## config.mk

```make
export PLATFORM = sky130hd
export DESIGN_NAME = xmacc_capture
export DESIGN_NICKNAME = d
export VERILOG_FILES = /design/src/rtl/xmacc_capture.sv
export SDC_FILE = /design/constraint.sdc
export NUM_CORES = 1
export LEC_CHECK = 0
export ABC_CLOCK_PERIOD_IN_PS = 15200
export CORE_AREA = 2 2 210 212
export DETAILED_ROUTE_END_ITERATION = 12
export DIE_AREA = 0 0 212 214
export PLACE_DENSITY = 0.88
export SETUP_SLACK_MARGIN = 0.1
export SLEW_MARGIN = 20
export SYNTH_ARGS = -nofsm -noshare
export SYNTH_HDL_FRONTEND = slang
export SYNTH_SLANG_ARGS = --single-unit
```

## constraint.sdc

```tcl
create_clock -name clk -period 15.2 [get_ports clk]
set_input_delay 4.56 -clock clk [delete_from_list [all_inputs] [get_ports clk]]
set_output_delay 4.56 -clock clk [all_outputs]
set_load 0.01 [all_outputs]
```

## src/rtl/xmacc_capture.sv

```systemverilog
// xmacc_capture: samples the accumulator stream once per accumulation period, then rounds,
// shifts and narrows each sample and queues it in a small FIFO for valid/ready draining.
//
// Ports:
//   clk, rst                 clock, asynchronous active-high reset
//   start                    one-cycle pulse; latches iterations/period/delay/shift
//   iterations, period       number of results, accumulation length (0 acts as 1)
//   delay, shift             cycles before first period, rounding right-shift amount
//   acc_in                   signed 2*DATA_W accumulator value
//   out_data/out_valid/out_ready   FIFO head and handshake
//   busy, done, overflow     run in progress, last-result pulse, sticky drop flag
//
// Build option: define XMACC_CAPTURE_SAT_EN to saturate results to DATA_W instead of wrapping.
module xmacc_capture #(
  parameter int unsigned DATA_W   = 32,
  parameter int unsigned PERIOD_W = 10,
  parameter int unsigned ITER_W   = 10,
  parameter int unsigned SHIFT_W  = 6,
  parameter int unsigned FIFO_AW  = 3
) (
  input  logic                  clk,
  input  logic                  rst,
  input  logic                  start,
  input  logic [ITER_W-1:0]     iterations,
  input  logic [PERIOD_W-1:0]   period,
  input  logic [PERIOD_W-1:0]   delay,
  input  logic [SHIFT_W-1:0]    shift,
  input  logic [2*DATA_W-1:0]   acc_in,
  output logic [DATA_W-1:0]     out_data,
  output logic                  out_valid,
  input  logic                  out_ready,
  output logic                  busy,
  output logic                  done,
  output logic                  overflow
);

  localparam int unsigned AccW  = 2 * DATA_W;
  localparam int unsigned Depth = 1 << FIFO_AW;

  typedef enum logic [1:0] {StIdle, StDelay, StRun, StFlush} state_e;

  state_e              state_q, state_d;
  logic [ITER_W-1:0]   iter_q, icnt_q, icnt_d;
  logic [PERIOD_W-1:0] plast_q, dlast_q, pcnt_q, pcnt_d, dcnt_q, dcnt_d;
  logic [SHIFT_W-1:0]  shift_q;
  logic                cfg_load, capture;

  // Control FSM
  always_comb begin
    state_d  = state_q;
    pcnt_d   = pcnt_q;
    icnt_d   = icnt_q;
    dcnt_d   = dcnt_q;
    cfg_load = 1'b0;
    capture  = 1'b0;
    unique case (state_q)
      StIdle: begin
        if (start && iterations != '0) begin
          cfg_load = 1'b1;
          dcnt_d   = '0;
          state_d  = StDelay;
        end
      end
      StDelay: begin
        if (dcnt_q == dlast_q) begin
          state_d = StRun;
          pcnt_d  = '0;
          icnt_d  = '0;
        end else begin
          dcnt_d = dcnt_q + 1'b1;
        end
      end
      StRun: begin
        if (pcnt_q == plast_q) begin
          capture = 1'b1;
          pcnt_d  = '0;
          icnt_d  = icnt_q + 1'b1;
          if (icnt_d == iter_q) state_d = StFlush;
        end else begin
          pcnt_d = pcnt_q + 1'b1;
        end
      end
      StFlush: state_d = StIdle;
      default: state_d = StIdle;
    endcase
  end

  always_ff @(posedge clk or posedge rst) begin
    if (rst) begin
      state_q <= StIdle;
      pcnt_q  <= '0;
      icnt_q  <= '0;
      dcnt_q  <= '0;
      iter_q  <= '0;
      plast_q <= '0;
      dlast_q <= '0;
      shift_q <= '0;
    end else begin
      state_q <= state_d;
      pcnt_q  <= pcnt_d;
      icnt_q  <= icnt_d;
      dcnt_q  <= dcnt_d;
      if (cfg_load) begin
        iter_q  <= iterations;
        // Store terminal counts so period==0 and delay==0 both behave as one cycle.
        plast_q <= (period == '0) ? '0 : period - 1'b1;
        dlast_q <= (delay == '0) ? '0 : delay - 1'b1;
        shift_q <= shift;
      end
    end
  end

  assign busy = (state_q != StIdle);
  assign done = (state_q == StFlush);

  // Round half up, arithmetic shift, narrow; one extra bit keeps the rounding add exact.
  logic signed [AccW:0] acc_ext, rnd, t;
  logic [DATA_W-1:0]    res;

  always_comb begin
    acc_ext = {acc_in[AccW-1], acc_in};
    rnd     = '0;
    if (shift_q != '0) rnd = {{AccW{1'b0}}, 1'b1} << (shift_q - 1'b1);
    t = (acc_ext + rnd) >>> shift_q;
`ifdef XMACC_CAPTURE_SAT_EN
    if (t[AccW:DATA_W-1] == '0 || t[AccW:DATA_W-1] == '1) begin
      res = t[DATA_W-1:0];
    end else begin
      res = t[AccW] ? {1'b1, {(DATA_W-1){1'b0}}} : {1'b0, {(DATA_W-1){1'b1}}};
    end
`else
    res = DATA_W'(t);
`endif
  end

  // Stage register and FIFO
  logic                 stage_valid_q;
  logic [DATA_W-1:0]    stage_data_q;
  logic [DATA_W-1:0]    mem_q [Depth];
  logic [FIFO_AW-1:0]   wptr_q, rptr_q;
  logic [FIFO_AW:0]     cnt_q;
  logic                 overflow_q, full, fifo_rd, fifo_wr, drop;

  assign out_valid = (cnt_q != '0);
  assign full      = (cnt_q == (FIFO_AW+1)'(Depth));
  assign fifo_rd   = out_valid & out_ready;
  // A read in the same cycle frees the slot, so a write into a full FIFO is still accepted.
  assign fifo_wr   = stage_valid_q & (~full | fifo_rd);
  assign drop      = stage_valid_q & full & ~fifo_rd;
  assign out_data  = out_valid ? mem_q[rptr_q] : '0;
  assign overflow  = overflow_q;

  always_ff @(posedge clk or posedge rst) begin
    if (rst) begin
      stage_valid_q <= 1'b0;
      stage_data_q  <= '0;
      wptr_q        <= '0;
      rptr_q        <= '0;
      cnt_q         <= '0;
      overflow_q    <= 1'b0;
    end else begin
      stage_valid_q <= capture;
      if (capture) stage_data_q <= res;
      if (fifo_wr) wptr_q <= wptr_q + 1'b1;
      if (fifo_rd) rptr_q <= rptr_q + 1'b1;
      case ({fifo_wr, fifo_rd})
        2'b10:   cnt_q <= cnt_q + 1'b1;
        2'b01:   cnt_q <= cnt_q - 1'b1;
        default: cnt_q <= cnt_q;
      endcase
      if (drop) overflow_q <= 1'b1;
      else if (cfg_load) overflow_q <= 1'b0;
    end
  end

  // Storage needs no reset: out_data is masked while the FIFO is empty.
  always_ff @(posedge clk) begin
    if (fifo_wr) mem_q[wptr_q] <= stage_data_q;
  end

endmodule

```

==> flow_metrics.py <==
metrics = {
    "outcome": {
        "outcome": "completed",
    },
    "global_routing": {
        "grt_max_degree": 67,
        "antenna_found_initial": 1,
        "grt_pass1_wl_um": 133000,
        "grt.total_usage_pct": 38.2,
        "first_global_vias": 22300,
        "grt-ovfl-total": 0,
    },
    "cells_and_area": {
        "antenna_cells": 0,
        "drive_gt1_share_pct": 11.5,
        "syn_to_final_growth_pct": 11.3,
        "nets": 2767,
        "fillers": 3309,
    },
    "clock_tree": {
        "clk_path_buf_depth": 3,
        "clk_latency_ns": 0.54,
        "cts-buffers-inserted": 37,
        "path_clk_slew_ns": 0.06,
        "ctsHtreeMaxLevel": 2,
        "clock-root-buffer": "clkbuf_16",
        "cts.sinks": 368,
        "cts_resized": 0,
        "holdBufCountCts": 0,
        "cts_tree": "built",
        "post_cts_buffers": 0,
    },
    "yosys": {
        "syn_area_sq_um": 25700,
        "syn_nets": 2727,
        "async_reset_ff_share_pct": 30.4,
        "synthDistinctLibCells": 107,
        "synthCells": 2542,
        "synth-seq-area-share_pct": 40.8,
        "synth_warnings": 0,
        "ys_ff_latch": 368,
        "synthFlopType": "edfxtp_1",
        "synth_edf_count": 256,
        "syn_area_per_cell_sq_um": 10.1,
    },
    "timing": {
        "setup_violations": 0,
        "timing.fmax_mhz": 105,
        "relSlewSlack_pct": 21.7,
        "holdWs_ns": 0.508,
        "rsz0062_at_grt": "no",
        "finClkSkew_ns": 0.0277,
        "tightest_slew_ns": 1.14,
        "finalCritPeriodShare_pct": 62.7,
        "hold_viol": 0,
        "drv_slew": 0,
        "period_minus_slack_ns": 9.53,
        "setup_tns_ns": 0,
    },
    "worst_hold_path": {
        "hp-class": "reg -> reg",
    },
    "floorplanning": {
        "die_area_sq_um": 45400,
        "die_y_um": 214,
        "rows": 76,
        "initial_core_util_pct": 59.9,
        "io_pins": 140,
        "die_w_um": 212,
        "core-area_sq_um": 42900,
    },
    "worst_setup_path": {
        "ff2ff_setup_slack_ns": 7.65,
        "setup.worst_path.end_class": "flop",
        "cp_top_family": "compound AO/OA/AOI/OAI gates",
        "required_ns": 15.67,
        "slowest_delay_ns": 0.92,
        "path_common_cell": "or3_1",
        "cp_data_arrival_time_ns": 10.00,
        "crit_path_max_fanout": 12,
        "crit_type": "in -> reg",
        "critPathSlowestCell": "a2111oi_0",
        "crit_chain": "clkdlybuf4s50_1 -> ha_1 -> nand2_1 -> or3_1 -> or3_1 -> a2111oi_0 -> or3_1 -> a31o_2 -> xor2_1 -> o22ai_1 -> a211oi_1 -> o22ai_1 -> o31ai_1 -> o221a_2",
        "crit_path_start_kind": "input pin",
        "path_buf_inv": 1,
    },
    "power": {
        "leakage_uw": 0.0107,
        "vdd_drop_max_v": 0.000152,
        "powerDensity_nw_per_um2": 120,
    },
    "drt": {
        "viasPerCell": 7.10,
        "drc": 0,
        "vias": 22700,
        "drt_iter0_markers": 3208,
        "ant_nets": 0,
        "wire_per_inst_um": 27.3,
        "drt-pass1-iter-count": 8,
        "wl_um": 87300,
    },
    "placement": {
        "gp_congestion": 1.01,
        "io_buffers": 139,
        "hpwl_um": 62800,
    },
    "job": {
        "cap_violations": 0,
    },
}
## placed cells by master (no fill, tap or decap), types with 68 or more instances in the layout
cell type	n
nand2_1	258
edfxtp_1	256
nor2_1	253
a21oi_1	172
o21ai_0	149
clkdlybuf4s50_1	139
mux2i_1	110
dfrtp_1	105
mux4_2	93
ha_1	79
nor3_1	68
## where the power goes
| part | internal [uW] | leakage (uW) | switching, uW | total, uW |
|---|---|---|---|---|
| clock network | 509 | 0.000554 | 385 | 894 |
| registers | 1310 | 0.00376 | 93.8 | 1400 |
| logic | 533 | 0.00635 | 605 | 1140 |
| total | 2350 | 0.0107 | 1080 | 3430 |
## stage by stage
stage | area (sq um) | total power, uW | cells | setup WS (ns) | utilization, %
floorplan | 25700 | 2040 | 2542 | 7.22 | -
global placement | 27300 | 2440 | 3123 | 5.22 | 63.7
detailed placement | 27400 | 2520 | 3126 | 5.27 | 63.9
CTS | 28600 | 3430 | 3193 | 5.79 | 66.6
global route | 28600 | 3550 | 3195 | 5.50 | 66.7
finish | 28600 | 3430 | 3195 | 5.67 | 66.7
## kinds of logic (layout without fill, tap and decap cells)
logic type,Yosys count,count (layout),synth area share [%]
and+or+nand+nor,843,843,15.3
adders and majority gates,81,81,4.00
other,1,1,0.0146
muxes,257,257,14.8
DFF,368,368,40.8
buffers and inverters,204,272,3.41
AOI/OAI and AO/OA,666,666,17.4
xor gates and xnor gates,122,122,4.19
## state kept, by name, indices dropped and copies added (netlist names)
name / flops
dlast_q: 10
mem_q: 256
rptr_q: 3
dcnt_q: 10
plast_q: 10
wptr_q: 3
icnt_q: 10
pcnt_q: 10
stage_valid_q: 1
overflow: 1
stage_data_q: 32
cnt_q: 4
state_q: 2
shift_q: 6
iter_q: 10
## synthesized netlist by cell type, types with 18 or more instances
master | number | area (sq um)
o211ai_1 | 24 | 180
nor4_1 | 27 | 169
nand4_1 | 57 | 357
mux4_2 | 93 | 2090
o21ai_1 | 24 | 120
mux2i_1 | 110 | 1100
edfxtp_1 | 256 | 7690
xor2_1 | 66 | 578
a211oi_1 | 24 | 180
nor2_1 | 259 | 972
a31oi_1 | 23 | 144
ha_1 | 79 | 988
dfrtp_1 | 112 | 2800
xnor2_1 | 55 | 482
buf_1 | 28 | 105
or3_1 | 20 | 125
o21a_1 | 18 | 135
clkbuf_1 | 93 | 349
a21oi_1 | 172 | 861
inv_1 | 33 | 124
o31ai_1 | 21 | 158
buf_2 | 35 | 175
a21o_1 | 21 | 158
nor3_1 | 70 | 350
mux2_2 | 52 | 586
nand3_1 | 49 | 245
nand2_1 | 258 | 968
o21ai_0 | 149 | 746
## routing by layer
layer	vias to the layer above	part of all wire [%]	global-route usage (%)	wire length [um]
met5	-	0.015	0	13
met4	2	5.5	18.4	4780
met3	325	8.8	5.78	7690
met2	1443	47	62.3	41400
met1	11100	38	50.0	33500
li1	9832	-	-	-
## layout make-up
cell class                 instances  area [sq um]  share of cell area (%)
clock buffer                      57          1040                    3.64
clock inverter                    10           114                   0.398
inverter                          34           130                   0.455
multi-input combinational       1970         14400                    50.3
sequential                       368         10500                    36.7
tap                              585           732                    2.56
timing repair buffer             171          1690                    5.93
## worst reg2reg max path, delay by kind of cell (launching register included)
family | cells | cell delay [ns]
compound gates | 7 | 2.51
xor+xnor | 1 | 0.48
fa+ha+maj | 1 | 0.54
buf+inv | 2 | 1.08
flops | 1 | 0.40
simple gates | 5 | 2.48
## worst paths after layout
path / startpoint / endpoint / cells after the start
max in group asynchronous: rst / shift_q[2]$_DFFE_PP0P_ / 3
max reg2reg: shift_q[2]$_DFFE_PP0P_ / stage_data_q[19]$_DFFE_PP0P_ / 16
max: acc_in[58] / stage_data_q[19]$_DFFE_PP0P_ / 14
min reg2reg: plast_q[2]$_DFFE_PP0P_ / plast_q[2]$_DFFE_PP0P_ / 2
min: plast_q[2]$_DFFE_PP0P_ / plast_q[2]$_DFFE_PP0P_ / 2
min in group asynchronous: rst / cnt_q[2]$_DFFE_PP0P_ / 2
(Power assumes the default switching activity.)
